### src/rtl/add_arbiter_pkg.sv
// add_arbiter_pkg -- shared definitions for the add_arbiter block.
//   state_t  : result-slot FSM encoding (EMPTY = no result held, FULL = result held)
//   NREQ_DEF : default number of requesters
//   W_DEF    : default operand/result width
package add_arbiter_pkg;

  typedef enum logic {
    EMPTY = 1'b0,
    FULL  = 1'b1
  } state_t;

  localparam int NREQ_DEF = 4;
  localparam int W_DEF    = 32;

endpackage

### src/rtl/add_arbiter_rr_pick.sv
// rr_pick -- round-robin search for the shared adder.
// Returns a one-hot grant for the first asserted request at or after rr_ptr,
// searching upward and wrapping from NREQ-1 back to 0. All-zero if req is zero.
// Ports:
//   req    in  NREQ  request vector
//   rr_ptr in  PW    search start index
//   gnt    out NREQ  one-hot grant
module rr_pick
  import add_arbiter_pkg::*;
#(
  parameter int NREQ = NREQ_DEF,
  parameter int PW   = $clog2(NREQ)
) (
  input  logic [NREQ-1:0] req,
  input  logic [PW-1:0]   rr_ptr,
  output logic [NREQ-1:0] gnt
);

  logic found;
  int   idx;

  // NOTE: every variable written here gets a default first, so no path can
  // leave one unassigned and infer a latch.
  always_comb begin
    gnt   = '0;
    found = 1'b0;
    idx   = 0;
    for (int k = 0; k < NREQ; k++) begin
      idx = int'(rr_ptr) + k;
      if (idx >= NREQ) idx = idx - NREQ;
      if (!found && req[idx]) begin
        gnt[idx] = 1'b1;
        found    = 1'b1;
      end
    end
  end

endmodule

### src/rtl/add_arbiter.sv
// add_arbiter -- NREQ requesters share one W-bit adder through a round-robin
// arbiter; the sum is held in a single result register with valid/ready output.
// Optional feature: define ADD_ARBITER_OVF_EN to add res_ovf (signed overflow).
// Ports:
//   clk, rst_n         clock, asynchronous active-low reset
//   req   [NREQ]       per-requester request, operands valid while high
//   op_a  [NREQ*W]     packed operand A, requester i at [i*W +: W]
//   op_b  [NREQ*W]     packed operand B, same packing
//   gnt   [NREQ]       combinational one-hot grant; accept = req & gnt
//   res_valid          result register holds a valid sum
//   res_ready          consumer accepts result when res_valid & res_ready
//   res_data [W]       registered sum modulo 2^W
//   res_carry          unsigned carry-out of the sum
//   res_ovf            (ADD_ARBITER_OVF_EN only) signed overflow of the sum
//   res_id  [clog2]    requester index that produced res_data
module add_arbiter
  import add_arbiter_pkg::*;
#(
  parameter int NREQ = NREQ_DEF,
  parameter int W    = W_DEF,
  parameter int IW   = $clog2(NREQ)
) (
  input  logic            clk,
  input  logic            rst_n,
  input  logic [NREQ-1:0] req,
  input  logic [NREQ*W-1:0] op_a,
  input  logic [NREQ*W-1:0] op_b,
  output logic [NREQ-1:0] gnt,
  output logic            res_valid,
  input  logic            res_ready,
  output logic [W-1:0]    res_data,
  output logic            res_carry,
`ifdef ADD_ARBITER_OVF_EN
  output logic            res_ovf,
`endif
  output logic [IW-1:0]   res_id
);

  state_t          state_q, state_d;
  logic [IW-1:0]   rr_ptr;
  logic [NREQ-1:0] pick;
  logic            slot_free;
  logic            accept;
  logic [IW-1:0]   gnt_idx;
  logic [W-1:0]    sel_a, sel_b;
  logic [W:0]      sum;

  rr_pick #(.NREQ(NREQ), .PW(IW)) u_rr_pick (
    .req    (req),
    .rr_ptr (rr_ptr),
    .gnt    (pick)
  );

  // The slot can take a new sum when empty or when the held one leaves this
  // cycle. rst_n gates the grant so nothing is offered while reset is held.
  assign slot_free = (state_q == EMPTY) | res_ready;
  assign gnt       = (slot_free && rst_n) ? pick : '0;
  assign accept    = |(req & gnt);
  assign res_valid = (state_q == FULL);

  // One-hot grant to index, and AND-OR operand mux feeding the single adder.
  always_comb begin
    gnt_idx = '0;
    sel_a   = '0;
    sel_b   = '0;
    for (int i = 0; i < NREQ; i++) begin
      if (gnt[i]) gnt_idx = IW'(i);
      sel_a = sel_a | (op_a[i*W +: W] & {W{gnt[i]}});
      sel_b = sel_b | (op_b[i*W +: W] & {W{gnt[i]}});
    end
  end

  assign sum = {1'b0, sel_a} + {1'b0, sel_b};

  always_comb begin
    state_d = state_q;
    case (state_q)
      EMPTY:   if (accept) state_d = FULL;
      FULL:    if (accept) state_d = FULL;
               else if (res_ready) state_d = EMPTY;
      default: state_d = EMPTY;
    endcase
  end

  // NOTE: sequential state uses non-blocking assignments so every register
  // samples its inputs from before the edge.
  always_ff @(posedge clk or negedge rst_n) begin
    if (!rst_n) begin
      state_q <= EMPTY;
      rr_ptr  <= '0;
    end else begin
      state_q <= state_d;
      if (accept) rr_ptr <= (gnt_idx == IW'(NREQ - 1)) ? '0 : gnt_idx + IW'(1);
    end
  end

  // NOTE: the result register is reset too, because res_data/res_carry/res_id
  // are observable and must read 0 out of reset, not just be qualified by
  // res_valid.
  always_ff @(posedge clk or negedge rst_n) begin
    if (!rst_n) begin
      res_data  <= '0;
      res_carry <= 1'b0;
      res_id    <= '0;
    end else if (accept) begin
      res_data  <= sum[W-1:0];
      res_carry <= sum[W];
      res_id    <= gnt_idx;
    end
  end

`ifdef ADD_ARBITER_OVF_EN
  // Signed overflow: operands share a sign and the sum's sign differs.
  logic ovf_d;
  assign ovf_d = (sel_a[W-1] == sel_b[W-1]) && (sum[W-1] != sel_a[W-1]);

  always_ff @(posedge clk or negedge rst_n) begin
    if (!rst_n)      res_ovf <= 1'b0;
    else if (accept) res_ovf <= ovf_d;
  end
`endif

endmodule
### config.mk
export PLATFORM = sky130hd
export DESIGN_NAME = add_arbiter
export DESIGN_NICKNAME = d
export VERILOG_FILES = /design/src/rtl/add_arbiter_pkg.sv /design/src/rtl/add_arbiter_rr_pick.sv /design/src/rtl/add_arbiter.sv
export SDC_FILE = /design/constraint.sdc
export NUM_CORES = 1
export LEC_CHECK = 0
export CAP_MARGIN = 15
export CORE_MARGIN = 4
export CORE_UTILIZATION = 36
export CTS_CLUSTER_SIZE = 24
export DETAILED_ROUTE_END_ITERATION = 8
export HOLD_SLACK_MARGIN = 0.02
export PLACE_DENSITY = 0.8
export SKIP_LAST_GASP = 1
export SYNTH_ARGS = -nofsm -noshare
export SYNTH_HDL_FRONTEND = slang
export SYNTH_SLANG_ARGS = --single-unit
### constraint.sdc
create_clock -name clk -period 15 [get_ports clk]
set_clock_uncertainty 0.05 [all_clocks]
set_input_delay 1.5 -clock clk [delete_from_list [all_inputs] [get_ports clk]]
set_output_delay 1.5 -clock clk [all_outputs]
set_load 0.05 [all_outputs]
==> impl_metrics.ini, run 1 <==
[run_status]
outcome = finished, final reports clean

[floorplan]
start_util = 0.3712
coreArea_mm2 = 0.01277
fp.dieH_um = 122.8
boundaryPins = 303
placement_rows = 41
fp.dieArea_mm2 = 0.01507
die_width_um = 122.8

[critical_path]
reg2reg_setup_slack_ns = 8.77
path_cells = clkdlybuf4s50_1, mux4_2, a2111oi_4, a22oi_1, nand2_2, buf_4, a22oi_1, nand2_1, ha_1, a211oi_1, o211ai_1, and3_1, or4_4, a31o_1, a221o_1, xor2_1, mux2_2
cp.depth = 17
crit_fanout = 40
r2r-start = rr_ptr[0]$_DFFE_PN0P_
crit_family = compound AO/OA/AOI/OAI gates
critPathKind = in2reg
crit_path_end = res_data[19]$_DFFE_PN0P_
r2r_cells = 18
crit_arrival_ns = 7.03
critical_path.startpoint = req[0]
end_kind = register
cp-start-kind = input port
worst_path_most_repeated_cell = a22oi_1
slowest_stage = mux4_2
path_buf_inv = 2
max_stage_delay_ns = 0.60
r2r-end = res_data[19]$_DFFE_PN0P_
required_ns = 15.12

[synth]
ys_seq_area_frac = 0.2005
synth_top_area_cell = a22oi_1
synth-edff-count = 0
syn_nets = 928
synth_top_area_frac = 0.2090
netlist_instances = 627
synthesis.area_mm2 = 0.004742
yosysWarnings = 0
synth_area_leaders = a22oi_1 21%, dfrtp_1 20%, ha_1 9.8%
async_reset_ff_frac = 1.000
ys_ff_latch = 38
syn_avg_cell_area_um2 = 7.563
yosys.cell_types.count = 61
synth-main-ff-cell = dfrtp_1

[drt]
wl_mm = 20.50
first_pass_iters = 5
drt_iter0_drc = 479
vias_per_cell = 5.597
ant_nets = 0
routed-via-count = 6000
wl_per_cell_um = 19.12
drc = 0

[hold_path]
hold_path.class = reg2reg

[sta]
period_share = 0.4610
post-route-min-period_ns = 6.915
timing.fmax_ghz = 0.1446
slew_headroom = 0.3941
worst_pin_slew_ns = 0.9089
drv_slew = 0
fin_setup_tns_ns = 0
finalSetupViolCount = 0
grt_setup_unrepaired = false
setup_ws_ns = 8.085
report.final.hold_viol_count = 0

[place]
gp_congestion = 1.013
pre_cts_slack_ns = 7.845
port-buffer-count = 302
dp_hpwl_mm = 16.72

[power]
power_frac_seq = 0.108
p_leak_uw = 0.003434
power.switching_uw = 981.9
internal-power_uw = 795.8
clkPwrFrac = 0.078
pwr_density_cell_mw_per_mm2 = 220.9
comb_power_share = 0.814
power_switching_share = 0.5523
irDropWorstVdd_uv = 104.6

[grt]
grt_overflow_total = 0
grt_max_degree = 68
grt_pass1_vias = 5704
grt_pass1_wl_mm = 30.59
grt_antenna_before_repair = 0
track_usage = 0.2582

[final_layout]
diodes = 0
final_nets = 1200
synthToLayoutAreaGrowth_pct = 69.68
nFillCells = 1141
final-seq-area_um2 = 950.9
multi_input_area_mm2 = 0.003575
drive_above_1_share = 0.03778

[cts]
post-cts-setup-buffer-count = 0
clockBufferDepth = 2
cts_sinks = 38
postCtsResizedCells = 0
clkTransAtPathRegs_ns = 0.06
cts_tree = done
worstSkewPairLatency_ns = 0.28
cts_buffers = 5
h-tree-depth = 2
cts_root_buf = clkbuf_16
hold_buffers = 0

[run]
maxCapViolCount = 0
worst min-delay path by stage:
stage / to / from / cells past startpoint / slack [ns]
after global placement: res_data[4]$_DFFE_PN0P_ / res_data[4]$_DFFE_PN0P_ / 2 / 0.41
after floorplan: rr_ptr[0]$_DFFE_PN0P_ / rr_ptr[0]$_DFFE_PN0P_ / 3 / 0.60
after CTS: res_data[11]$_DFFE_PN0P_ / res_data[11]$_DFFE_PN0P_ / 2 / 0.44
final: res_data[11]$_DFFE_PN0P_ / res_data[11]$_DFFE_PN0P_ / 2 / 0.43
after global routing: res_data[7]$_DFFE_PN0P_ / res_data[7]$_DFFE_PN0P_ / 2 / 0.46
after detailed placement: res_data[11]$_DFFE_PN0P_ / res_data[11]$_DFFE_PN0P_ / 2 / 0.43
flip-flops by register name (all words and copies together), names as in the netlist:
name / count
res_data: 32
res_id: 2
rr_ptr: 2
res_carry: 1
res_valid: 1
Yosys cell counts, drive strengths merged (12+ instances only):
library cell  instances
a21o                 14
clkbuf               12
a21oi                39
o21ai                33
xnor2                12
nand2               118
nor2                 34
buf                  31
a22oi               132
inv                  13
xor2                 15
ha                   37
dfrtp                38
metal layers:
metal	vias up	track usage	routed length, um
met5	-	0	0
met2	279	0.4332	9988
met1	2772	0.3565	8720
met4	0	0.03709	188
li1	2932	-	-
met3	17	0.04286	1602
per-stage QoR:
stage                 util  hold WS, ns  cells  area, um2  power, uW
detailed placement  0.6148       0.4259   1064       7853       1624
global placement    0.6148       0.4130   1064       7853       1617
CTS                 0.6299       0.4393   1072       8046       1773
floorplan                -       0.5972    627       4742       1193
global route        0.6299       0.4551   1072       8046       1920
finish              0.6299       0.4331   1072       8046       1778
power by group through the flow:
stage	clock network, uW	logic, uW	registers [uW]
finish	138	1450	192
CTS	140	1440	192
global placement	0	1430	191
detailed placement	0	1430	194
floorplan	0	858	335
global route	145	1580	197
kinds of logic (layout without fill, tap and decap cells):
group	after synthesis	count (layout)	share of synthesized area
adders and majority gates	38	38	0.1018
AOI/OAI and AO/OA	269	269	0.4000
and+or+nand+nor	192	192	0.1744
muxes	7	7	0.02295
xor gates and xnor gates	27	27	0.04987
buffers and inverters	56	329	0.05039
DFF	38	38	0.2005
worst reg2reg max path: cells and delay by family (launching register included):
kind	cells	cell delay [ns]
compound gates	7	1.86
xor+xnor	1	0.15
fa+ha+maj	2	0.65
buf+inv	2	0.65
flops	1	0.58
mux	2	0.87
simple gates	4	1.30
cells in the final DEF (no fill, tap or decap), types with 3 or more instances in the layout:
cell type        count
a21oi_1             38
dfrtp_1             38
buf_4                6
nor3_1               5
o21ai_1              4
a22oi_1            132
nand2_2              4
nor2_1              34
a211oi_1             5
nand2_1            114
and2_1               3
nor3b_1              5
o21a_1               3
xnor2_1             12
o31ai_1              3
o211ai_1            10
nand2b_1             3
clkdlybuf4s50_1    301
ha_1                37
mux2_2               3
xor2_1              15
nand3_1              6
nor2b_1              3
inv_1               13
o21bai_1             3
clkbuf_16            5
a31oi_1              5
nand4_1              5
and3_1               3
a21o_1              14
o21ai_0             29
final cells by class:
cell class              instances  share of cell area
flip-flops and latches         38              0.1182
clock buffers                   5             0.01555
repair buffers                308              0.3807
inverters                      13            0.006064
well taps                     172             0.02675
clock inverters                 3            0.008552
multi-input cells             533              0.4443
No activity file was read; power rests on OpenSTA's default activity.
==> run 2, diff against run 1 <==
- CORE_UTILIZATION: 36 -> 34
- PLACE_DENSITY: 0.8 -> 0.79
- clock period: 15 -> 6.2 ns (I/O delays scaled with it)
==> impl_metrics.ini, run 2 (same netlist as run 1, synthesis figures left out) <==
[floorplan]
coreArea_mm2 = 0.01345
die_width_um = 126.1
placement_rows = 42
boundaryPins = 303
start_util = 0.3525
fp.dieH_um = 126.1
fp.dieArea_mm2 = 0.01590

[final_layout]
final_cell_area_mm2 = 0.008162
regMostFlops = res_data
largest_register_ffs = 32
final_nets = 1215
utilization = 0.6067
drive_above_1_share = 0.05355
nFillCells = 1290
reg_top3 = res_data (32), res_id (2), rr_ptr (2)
layout_common_cells = 301 x clkdlybuf4s50_1, 132 x a22oi_1, 114 x nand2_1
synthToLayoutAreaGrowth_pct = 72.11
final_common_cell = clkdlybuf4s50_1

[sta]
post-route-min-period_ns = 5.678
slew_headroom = 0.3582
finalSetupViolCount = 0
period_share = 0.9159
grt_setup_unrepaired = false
timing.fmax_ghz = 0.1761
report.final.hold_viol_count = 0
drv_slew = 0
setup_ws_ns = 0.5216
worst_pin_slew_ns = 0.9626
fin_setup_tns_ns = 0

[drt]
first_pass_iters = 5
ant_nets = 0
vias_per_cell = 5.593
drt_iter0_drc = 470
wl_mm = 21.19
wl_per_cell_um = 19.41
routed-via-count = 6108
drc = 0

[cts]
cts_tree = done
post-cts-setup-buffer-count = 0
hold_buffers = 0
h-tree-depth = 2
cts_sinks = 38
clkTransAtPathRegs_ns = 0.06
worstSkewPairLatency_ns = 0.28
cts_buffers = 5
cts_root_buf = clkbuf_16
postCtsResizedCells = 0
clockBufferDepth = 2

[power]
power_frac_seq = 0.107
pwr_density_cell_mw_per_mm2 = 527.7
clkPwrFrac = 0.060
internal-power_uw = 1925
p_leak_uw = 0.003500
irDropWorstVdd_uv = 209.5
power.switching_uw = 2383
comb_power_share = 0.833
power_switching_share = 0.5531

[place]
pre_cts_slack_ns = 0.3166
port-buffer-count = 302
placed_area_mm2 = 0.008008
dp_hpwl_mm = 17.77
gp_congestion = 0.8950

[grt]
grt_pass1_vias = 6019
grt_max_degree = 32
grt_overflow_total = 0
grt_pass1_wl_mm = 32.67
track_usage = 0.2525
grt_antenna_before_repair = 1

[critical_path]
cp-start-kind = register
required_ns = 6.27
r2r_cells = 19
crit_arrival_ns = 5.75
crit_fanout = 25
end_kind = register
critPathKind = reg2reg

[run]
maxCapViolCount = 0

[hold_path]
hold_path.class = in2async

[run_status]
outcome = finished, final reports clean
[run 2: cell types whose count changed in the layout (fill, tap and decap cells not counted), sizes merged]
cell	delta
buf	+15
bufinv	-2
clkbuf	+1
clkinvlp	+1
diode	+1
[run 2: per-layer routing]
metal  GRT usage  part of all wire
met1      0.3407              0.42
met2      0.4210              0.48
met3     0.04953             0.075
met4     0.05237             0.019
met5           0                 0
[run 2: final cells by class]
type / count / area [um2] / share of cell area
multi-input combinational: 533 / 3575 / 0.4380
timing repair buffer: 323 / 3213 / 0.3937
sequential: 38 / 950.9 / 0.1165
tap: 176 / 220.2 / 0.02698
clock buffer: 6 / 138.9 / 0.01702
inverter: 13 / 48.80 / 0.005979
clock inverter: 2 / 12.51 / 0.001533
antenna: 1 / 2.502 / 0.0003066
[run 2: path summary, 6_finish.rpt]
check | start | endpoint | slack, ns
worst max-delay path | rr_ptr[1]$_DFFE_PN0P_ | res_data[26]$_DFFE_PN0P_ | 0.52
min in group clk | res_data[12]$_DFFE_PN0P_ | res_data[12]$_DFFE_PN0P_ | 0.43
worst min-delay path | rst_n | res_data[5]$_DFFE_PN0P_ | 0.18
worst max register to register | rr_ptr[1]$_DFFE_PN0P_ | res_data[26]$_DFFE_PN0P_ | 0.52
max in group asynchronous | rst_n | res_data[12]$_DFFE_PN0P_ | 5.24
worst min register to register | res_data[12]$_DFFE_PN0P_ | res_data[12]$_DFFE_PN0P_ | 0.43
[run 2: through the flow]
| step | cells | power (uW) | hold slack [ns] |
|---|---|---|---|
| 3_3_place_gp | 1083 | 3984 | 0.4159 |
| 6_report | 1092 | 4307 | 0.1785 |
| 2_1_floorplan | 627 | 2885 | 0.2744 |
| 3_5_place_dp | 1083 | 4005 | 0.4168 |
| 5_1_grt | 1092 | 4655 | 0.1879 |
| 4_1_cts | 1091 | 4291 | 0.1802 |
[run 2: power groups by stage]
stage / logic [uW] / clock network (uW) / registers (uW)
after floorplan: 2080 / 0 / 809
after global placement: 3520 / 0 / 461
after detailed placement: 3540 / 0 / 463
after CTS: 3570 / 264 / 460
after global routing: 3900 / 279 / 476
final: 3590 / 259 / 461
[run 2: critical path, cell delays in order, from the launching register on]
cell and delay, ns:
dfrtp_1 0.48, inv_1 0.13, ha_1 0.38, mux4_2 0.59, a2111oi_4 0.38, a22oi_1 0.19, nand2_2 0.47, buf_4 0.24
a22oi_1 0.07, nand2_1 0.09, ha_1 0.20, fa_1 0.24, a21oi_1 0.12, o221a_2 0.27, o21ai_0 0.54, a41o_1 0.38
nand3_1 0.15, a32o_1 0.29, xor2_1 0.14, a21oi_1 0.09
==> RTL change: new RTL, config.mk and constraints of run 2 <==
Set the package constant `W_DEF` to 16 (it was 32).
--- a/src/rtl/add_arbiter_pkg.sv
+++ b/src/rtl/add_arbiter_pkg.sv
@@ -10,7 +10,7 @@
   } state_t;
 
   localparam int NREQ_DEF = 4;
-  localparam int W_DEF    = 32;
+  localparam int W_DEF    = 16;
 
 endpackage
 
Interface: changed (resized op_a, op_b and res_data); port bits go from 303 to 159. The function was not compared with the original's and may differ.
==> RTL change against run 2 <==
  * Critical path depth is 4 lower
  * Design area is 45% lower
  * Non-clock buffer count is 159 lower
  * Sequential cell count is 16 lower
  * Area after synthesis is 42% lower
  * Routed wire length is 53% lower
  * Setup slack better by 0.12 ns
  * Critical path type unchanged
  * Total power is 47% lower
  * Count of clock-buffer cells in the layout is 3 lower
  * Clock power is 49% lower
==> RTL change: results (changes against run 2) <==
Placed Area=4397 sq um (-45%); Signal buf overhead=36.40% (-3.0 points); Seq/Total Area, Yosys=20.06% (about the same); grt met3 use=3.643% (-1.3 points); Worst Path Max Fanout=17 (-32%); Arr. time, crit path=5.66 ns (-0.09 ns); Synth cell types=50 (-18%); outcome=complete, no violations; P_leak=1.948 nW (-44%); Nets=629 (-48%); DRT met1 WL=4113 microns (-54%); Inverters=18 (+5); depth of the CTS H-tree=1 (-1); Register Area=550.5 sq um (-42%); clock-cell share of area=1.596% (-0.26 points); drt first-iter violations=250 (-47%); placed insts=570 (-47%); r2r endpoint=res_carry; core area=7767 sq um (-42%); Port Buf Inserts=158 (-48%); vias in the first global route=3350 (-44%); gpl congestion=0.8894 (-0.63%); clock-pin slew on the worst setup and hold paths=0.08 ns (+0.02 ns); measured slew at the worst slew-check pin=1.075 ns (+0.1126 ns); HP Class=reg2reg; Total GRT Usage=20.25% (-5.0 points); Detailed Place HPWL=8278 microns (-53%); First-pass DRT Iterations=6 (+1); largest registers=res_data x16, res_id x2, rr_ptr x2; Diodes inserted=0 (-1); fraction of layout cells with a size suffix above 1=8.475% (+3.1 points); DR WL met3=851 microns (-47%); pin count of the biggest net entering global routing=25 (-22%); slowest stage cell, crit path=mux4_1; first-pass GRT wire length=16080 microns (-51%); Setup WS pre-CTS=0.6402 ns (+0.3236 ns); initial antenna violation count=0 (-1); root buf cell=clkbuf_8; fill count=692 (-46%); Repair and plain buffers=164 (-49%); CP max stage delay=0.71 ns (+0.12 ns); clock latency on the worst-skew pair=0.26 ns (-0.02 ns); R2R depth=15 (-4); area of the multi-input gates=2024 sq um (-43%); CTS Buf Count=3 (-2); final instance area=4468 sq um (-45%); Gate Count Post-Synth=321 (-49%); IR Drop Worst-Case VDD=0.0002351 V (+12%); internal power=1.130 mW (-41%); Sink Count=22 (-42%); RR Startpoint=rr_ptr[0]; Area contributors post-synth=dfrtp_1 (20%), a222oi_1 (12%), nand2_1 (11%)
-- RTL change: cell types whose count changed in the layout (fill, tap and decap cells not counted), moves of 17 or more --
cell	run 2	this run
o21ai_0	29	11
nand2_1	114	77
nor2_1	34	16
a222oi_1	0	32
a22oi_1	132	1
clkdlybuf4s50_1	301	158
a21oi_1	38	14
ha_1	37	20
-- RTL change: power groups by stage --
stage	sequential (mW)	combinational (mW)	clock, mW
6_report	0.256	1.91	0.131
5_1_grt	0.265	2.09	0.142
4_1_cts	0.257	1.91	0.136
3_5_place_dp	0.260	1.90	0
3_3_place_gp	0.259	1.87	0
2_1_floorplan	0.447	1.23	0
-- RTL change: kinds of logic after synthesis --
| kind of cell | Yosys count | synth area share, % |
|---|---|---|
| compound gates | 99 | 29.78 |
| xor+xnor | 7 | 2.234 |
| fa+ha+maj | 21 | 9.850 |
| buf+inv | 35 | 6.156 |
| flops | 22 | 20.06 |
| mux | 27 | 14.55 |
| simple gates | 110 | 17.37 |
